`src/rtl/dfc_result_collector.sv`:
```
// dfc_result_collector: folds 4-word DFC frames into {sum,min} records, FIFO'd.
// Ports: clk, reset(async low), din/din_valid in; out_valid/out_ready/out_sum/
// out_min record out; err_gap/err_drop sticky, clr_err clears them.
// Optional: define DFC_COLL_MAX_EN to add out_max (head record maximum word).
module dfc_result_collector #(
  parameter int FIFO_DEPTH = 2
) (
  input  logic        clk,
  input  logic        reset,
  input  logic [8:0]  din,
  input  logic        din_valid,
  input  logic        out_ready,
  output logic        out_valid,
  output logic [10:0] out_sum,
  output logic [8:0]  out_min,
`ifdef DFC_COLL_MAX_EN
  output logic [8:0]  out_max,
`endif
  output logic        err_gap,
  output logic        err_drop,
  input  logic        clr_err
);

  localparam int AW = $clog2(FIFO_DEPTH);
  localparam logic [AW:0] FULL_CNT = (AW+1)'(FIFO_DEPTH);
  localparam logic [AW-1:0] LAST_PTR = AW'(FIFO_DEPTH - 1);

  localparam logic [0:0] IDLE    = 1'b0;
  localparam logic [0:0] COLLECT = 1'b1;

  logic [0:0]    state;
  logic [1:0]    idx;
  logic [10:0]   acc_sum;
  logic [8:0]    acc_min;
  logic [10:0]   nxt_sum;
  logic [8:0]    nxt_min;

  logic [10:0]   mem_sum [FIFO_DEPTH];
  logic [8:0]    mem_min [FIFO_DEPTH];
  logic [AW-1:0] wr_ptr;
  logic [AW-1:0] rd_ptr;
  logic [AW:0]   count;

  logic last;
  logic gap;
  logic pop;
  logic full;
  logic push;
  logic drop;

  assign nxt_sum = acc_sum + {2'b00, din};
  assign nxt_min = (din < acc_min) ? din : acc_min;

  assign last = (state == COLLECT) && din_valid && (idx == 2'd3);
  assign gap  = (state == COLLECT) && !din_valid;
  assign pop  = out_valid && out_ready;
  assign full = (count == FULL_CNT);
  // A pop on the same edge frees the slot the new record needs.
  assign push = last && (!full || pop);
  assign drop = last && full && !pop;

`ifdef DFC_COLL_MAX_EN
  logic [8:0] acc_max;
  logic [8:0] nxt_max;
  logic [8:0] mem_max [FIFO_DEPTH];

  assign nxt_max = (din > acc_max) ? din : acc_max;

  always_ff @(posedge clk or negedge reset) begin
    if (!reset) begin
      acc_max <= '0;
    end else if (din_valid && (state == IDLE || idx != 2'd3)) begin
      acc_max <= (state == IDLE) ? din : nxt_max;
    end
  end

  always_ff @(posedge clk) begin
    if (push) mem_max[wr_ptr] <= nxt_max;
  end

  assign out_max = out_valid ? mem_max[rd_ptr] : '0;
`endif

  always_ff @(posedge clk or negedge reset) begin
    if (!reset) begin
      state   <= IDLE;
      idx     <= '0;
      acc_sum <= '0;
      acc_min <= '0;
    end else begin
      unique case (state)
        IDLE: begin
          if (din_valid) begin
            state   <= COLLECT;
            idx     <= 2'd1;
            acc_sum <= {2'b00, din};
            acc_min <= din;
          end
        end
        COLLECT: begin
          if (!din_valid || idx == 2'd3) begin
            state <= IDLE;
            idx   <= '0;
          end else begin
            idx     <= idx + 2'd1;
            acc_sum <= nxt_sum;
            acc_min <= nxt_min;
          end
        end
      endcase
    end
  end

  // Record storage needs no reset: outputs are masked while empty.
  always_ff @(posedge clk) begin
    if (push) begin
      mem_sum[wr_ptr] <= nxt_sum;
      mem_min[wr_ptr] <= nxt_min;
    end
  end

  always_ff @(posedge clk or negedge reset) begin
    if (!reset) begin
      wr_ptr <= '0;
      rd_ptr <= '0;
      count  <= '0;
    end else begin
      if (push)
        wr_ptr <= (wr_ptr == LAST_PTR) ? '0 : wr_ptr + AW'(1);
      if (pop)
        rd_ptr <= (rd_ptr == LAST_PTR) ? '0 : rd_ptr + AW'(1);
      unique case ({push, pop})
        2'b10:   count <= count + (AW+1)'(1);
        2'b01:   count <= count - (AW+1)'(1);
        default: count <= count;
      endcase
    end
  end

  // New error events win over a coincident clear.
  always_ff @(posedge clk or negedge reset) begin
    if (!reset) begin
      err_gap  <= 1'b0;
      err_drop <= 1'b0;
    end else begin
      if (gap)          err_gap <= 1'b1;
      else if (clr_err) err_gap <= 1'b0;
      if (drop)          err_drop <= 1'b1;
      else if (clr_err)  err_drop <= 1'b0;
    end
  end

  assign out_valid = (count != '0);
  assign out_sum   = out_valid ? mem_sum[rd_ptr] : '0;
  assign out_min   = out_valid ? mem_min[rd_ptr] : '0;

endmodule

```
`config.mk`:
```
export PLATFORM = sky130hd
export DESIGN_NAME = dfc_result_collector
export DESIGN_NICKNAME = d
export VERILOG_FILES = /design/src/rtl/dfc_result_collector.sv
export SDC_FILE = /design/constraint.sdc
export NUM_CORES = 1
export LEC_CHECK = 0
export ABC_AREA = 1
export BUFFER_PORTS_ARGS = -buffer_cell sky130_fd_sc_hd__buf_4
export CORE_UTILIZATION = 50
export DETAILED_ROUTE_END_ITERATION = 6
export PLACE_DENSITY = 0.8
export SETUP_SLACK_MARGIN = 0.5
export SKIP_CTS_REPAIR_TIMING = 1
export SLEW_MARGIN = 40
export SYNTH_ARGS = -nofsm -noshare
export SYNTH_HDL_FRONTEND = slang
export SYNTH_SLANG_ARGS = --single-unit
```
`constraint.sdc`:
```
create_clock -name clk -period 3.4 [get_ports clk]
set_input_delay 0.17 -clock clk [delete_from_list [all_inputs] [get_ports clk]]
set_output_delay 0.17 -clock clk [all_outputs]
set_load 0.005 [all_outputs]
```
==> metrics.md <==
| Metric | Value |
|---|---|
| Status | `finished clean` |
| Data arrival time of the worst path | `2.44 ns` |
| Switching power as a share of total power | `36.6%` |
| Overall Global Routing Usage | `23.6%` |
| Final HPWL from detailed placement | `6100 µm` |
| Sequential area share after synthesis | `52.1%` |
| Clock buffer depth | `2` |
| Critical path class | `flip-flop to flip-flop` |
| Kind of end point of the critical path | `flip-flop` |
| Number of top-level pins | `37` |
| Count of distinct cell types in the synthesized netlist | `38` |
| Horiz. Die Dim | `88.0 µm` |
| Number of setup violations in the final report | `0` |
| Cell Area, Synth | `0.00370 mm²` |
| Residual DRC count | `0` |
| Post-Syn Nets | `438` |
| Remaining Overflow, GRT | `0` |
| Maximum number of pins on one net before global-route repair | `30` |
| Design Area, Final | `0.00428 mm²` |
| Highest attainable clock frequency | `448 MHz` |
| Post-synth top area cell | `sky130_fd_sc_hd__edfxtp_1` |
| Instance count of the mapped netlist | `404` |
| Synthesized area divided by synthesized cell count | `9.15 µm²` |
| Required time of the critical path | `3.61 ns` |
| Global placement routability congestion | `0.844` |
| Cell area after placement | `0.00408 mm²` |
| Min cycle time layout | `2.23 ns` |
| Number of placement rows | `30` |
| Number of nets in the layout | `480` |
| Internal Power | `1.85 mW` |
| Starting density of the core | `52.9%` |
| Share of the cycle needed by the critical path after routing | `65.7%` |
| Die area | `0.00774 mm²` |
| Post-CTS clock slew at the launch and capture registers of the worst setup and hold paths | `0.07 ns` |
| Routed vias/inst | `5.44` |
| Worst rel slew slack | `54.1%` |
| FF-to-FF Start | `state$_DFF_PN0_` |
| Clock network latency to the later pin of the worst-skew pair | `0.33 ns` |
| Post-route ant nets | `0` |
| Max-slew violations | `0` |
| Power per standard cell area | `684 mW/mm²` |
| Most common cell after layout, fill and taps aside | `sky130_fd_sc_hd__nand2_1` |
| Worst Tran Pin Value | `0.689 ns` |
| Most frequent cells in the layout | `99 x sky130_fd_sc_hd__nand2_1, 48 x sky130_fd_sc_hd__a21oi_1, 46 x sky130_fd_sc_hd__inv_1, 41 x sky130_fd_sc_hd__buf_4, 40 x sky130_fd_sc_hd__edfxtp_1` |
| Endpoint of the lowest-slack register-to-register path | `acc_sum[2]$_DFFE_PN0P_` |
| Biggest area contributors in the synthesized netlist | `sky130_fd_sc_hd__edfxtp_1 32%, sky130_fd_sc_hd__dfrtp_1 20%, sky130_fd_sc_hd__nand2_1 10%` |
| Count of warnings emitted by yosys | `0` |
| Static Leakage | `1.94 nW` |
| Core area | `0.00698 mm²` |
| Vias in the first global route | `2841` |
| Total Routed Length | `8420 µm` |
| Worst hold path cell count | `2` |
| Fraction of layout cells with a size suffix above 1 | `17.7%` |
| Port bufs | `36` |
| Fin. Hold Viols | `0` |
| Power share of the clock group | `21.8%` |
| Count of vias placed by the detailed router | `2973` |
| Share of total power in sequential cells | `37.9%` |
| Flip-flop and latch count after synthesis | `69` |
| Setup repair after global routing missed its margin | `false` |
| CTS tree | `yes` |
| Detailed Routing Iterations Pass 1 | `5` |
| MaxCap Viol Count | `0` |
| HP Class | `input pin to flip-flop` |
| H-tree levels | `3` |
| Diode count | `0` |
| Buffer type at the clock tree root | `sky130_fd_sc_hd__clkbuf_8` |
| Area fraction of the dominant cell type after synthesis | `32.5%` |
| First-pass GRT wire length | `13400 µm` |
| Antenna violations before repair | `0` |
| Hold Path Sink | `err_gap$_DFFE_PN0P_` |
| Num Clock Sinks | `69` |
| IR Drop Worst-Case VDD | `293 µV` |
| Startpoint of the worst hold path | `clr_err` |
| Worst R2R Setup Slack | `1.17 ns` |
| Gate power share | `40.3%` |
| Cts bufs inserted | `9` |
| Type of element launching the critical path | `flip-flop` |
| Area added between synthesis and finish | `15.7%` |
| Avg WL per Cell | `15.4 µm` |
| Number of DRC markers after the initial detailed-route iteration | `173` |
| Net Switching | `1.07 mW` |
| Worst clock skew | `0.00556 ns` |
| Height of the die | `88.0 µm` |
| Number of cells on the worst reg-to-reg path | `7` |
| Setup tns final | `0 ns` |
| Critical path fanouts, max | `21` |
## layout make-up
cell class	instances	area [µm²]
fill	592	2710
clock inverter	7	66.3
inverter	48	180
sequential	69	1930
clock buffer	9	124
timing repair buffer	42	318
tap	96	120
multi-input combinational	276	1540
## cells by family (layout without fill, tap and decap cells)
group / after synthesis / count (layout) / synth area share, %
DFF: 69 / 69 / 52.1
buffers and inverters: 59 / 106 / 6.20
AOI/OAI and AO/OA: 68 / 68 / 11.0
xor gates and xnor gates: 6 / 6 / 1.42
and+or+nand+nor: 182 / 182 / 22.3
adders and majority gates: 20 / 20 / 6.97
## critical path, cell delays in order (launching register included)
cell and delay, ns:
sky130_fd_sc_hd__dfrtp_1 0.64, sky130_fd_sc_hd__nand2_1 0.23, sky130_fd_sc_hd__inv_1 0.08, sky130_fd_sc_hd__nor2_2 0.08, sky130_fd_sc_hd__buf_4 0.26, sky130_fd_sc_hd__clkinv_1 0.36, sky130_fd_sc_hd__a21oi_1 0.34, sky130_fd_sc_hd__a21oi_1 0.11
## Yosys cell counts
cell	n
sky130_fd_sc_hd__clkbuf_1	5
sky130_fd_sc_hd__buf_1	2
sky130_fd_sc_hd__nand2_1	99
sky130_fd_sc_hd__ha_1	19
sky130_fd_sc_hd__a21o_1	1
sky130_fd_sc_hd__dfrtp_1	29
sky130_fd_sc_hd__edfxtp_1	40
sky130_fd_sc_hd__xor2_1	4
sky130_fd_sc_hd__nor2_4	1
sky130_fd_sc_hd__clkinv_1	1
sky130_fd_sc_hd__nand2_2	2
sky130_fd_sc_hd__and2_1	9
sky130_fd_sc_hd__and2_2	5
sky130_fd_sc_hd__nand3_1	20
sky130_fd_sc_hd__fa_1	1
sky130_fd_sc_hd__o32ai_1	1
sky130_fd_sc_hd__nand3_2	2
sky130_fd_sc_hd__nand3_4	1
sky130_fd_sc_hd__a32o_1	1
sky130_fd_sc_hd__a21oi_1	48
sky130_fd_sc_hd__buf_2	3
sky130_fd_sc_hd__buf_4	1
sky130_fd_sc_hd__a21boi_0	1
sky130_fd_sc_hd__o22ai_1	1
sky130_fd_sc_hd__xnor2_1	2
sky130_fd_sc_hd__a21oi_4	1
sky130_fd_sc_hd__a21oi_2	9
sky130_fd_sc_hd__nor2_2	1
sky130_fd_sc_hd__or2_2	1
sky130_fd_sc_hd__nand4_1	9
sky130_fd_sc_hd__o21a_1	1
sky130_fd_sc_hd__inv_2	1
sky130_fd_sc_hd__a22oi_1	1
sky130_fd_sc_hd__o21ai_0	3
sky130_fd_sc_hd__nor2_1	29
sky130_fd_sc_hd__nand3b_1	2
sky130_fd_sc_hd__nor3_1	1
sky130_fd_sc_hd__inv_1	46
## power by group through the flow
stage               logic, mW  registers, mW  clock network (mW)
floorplan               0.742           1.10                   0
global placement         1.12           1.12                   0
detailed placement       1.18           1.12                   0
CTS                      1.18           1.11               0.648
global route             1.33           1.12               0.694
finish                   1.18           1.11               0.639
## stage by stage
step                      power [mW]  util [%]  worst slack, ns  hold slack, ns  std cells
after floorplan                 1.84         -             1.32          -0.126        404
after global placement          2.24      58.4             1.33           0.128        530
after detailed placement        2.30      58.4             1.24           0.127        530
after CTS                       2.94      61.1             1.21          -0.241        546
after global routing            3.14      61.2             1.00          0.0102        547
final                           2.93      61.2             1.17          0.0285        547
## how the worst max path moves through the flow
| stage | slack, ns | to | cells past startpoint | from |
|---|---|---|---|---|
| floorplan | 1.32 | mem_min[1][0]$_DFFE_PP_ | 5 | idx[0]$_DFFE_PN0P_ |
| global placement | 1.33 | acc_sum[8]$_DFFE_PN0P_ | 7 | state$_DFF_PN0_ |
| detailed placement | 1.24 | acc_sum[4]$_DFFE_PN0P_ | 7 | state$_DFF_PN0_ |
| CTS | 1.21 | acc_sum[2]$_DFFE_PN0P_ | 7 | state$_DFF_PN0_ |
| global route | 1.00 | acc_sum[2]$_DFFE_PN0P_ | 7 | state$_DFF_PN0_ |
| finish | 1.17 | acc_sum[2]$_DFFE_PN0P_ | 7 | state$_DFF_PN0_ |
## metal layers
layer | vias up | part of all wire (%) | GRT usage [%] | routed length (µm)
met5 | - | 0 | 0 | 0
met4 | 0 | 2.2 | 10.1 | 182
met3 | 23 | 5.4 | 5.18 | 457
met2 | 114 | 49 | 38.9 | 4110
met1 | 1399 | 44 | 30.1 | 3670
li1 | 1437 | - | - | -
## registers in the layout (all words and copies together), names as in the netlist
signal / cells
acc_min: 9
acc_sum: 11
count: 2
err_drop: 1
err_gap: 1
idx: 2
mem_min: 18
mem_sum: 22
rd_ptr: 1
state: 1
wr_ptr: 1
Note: power is estimated with default switching activity, not from simulation.
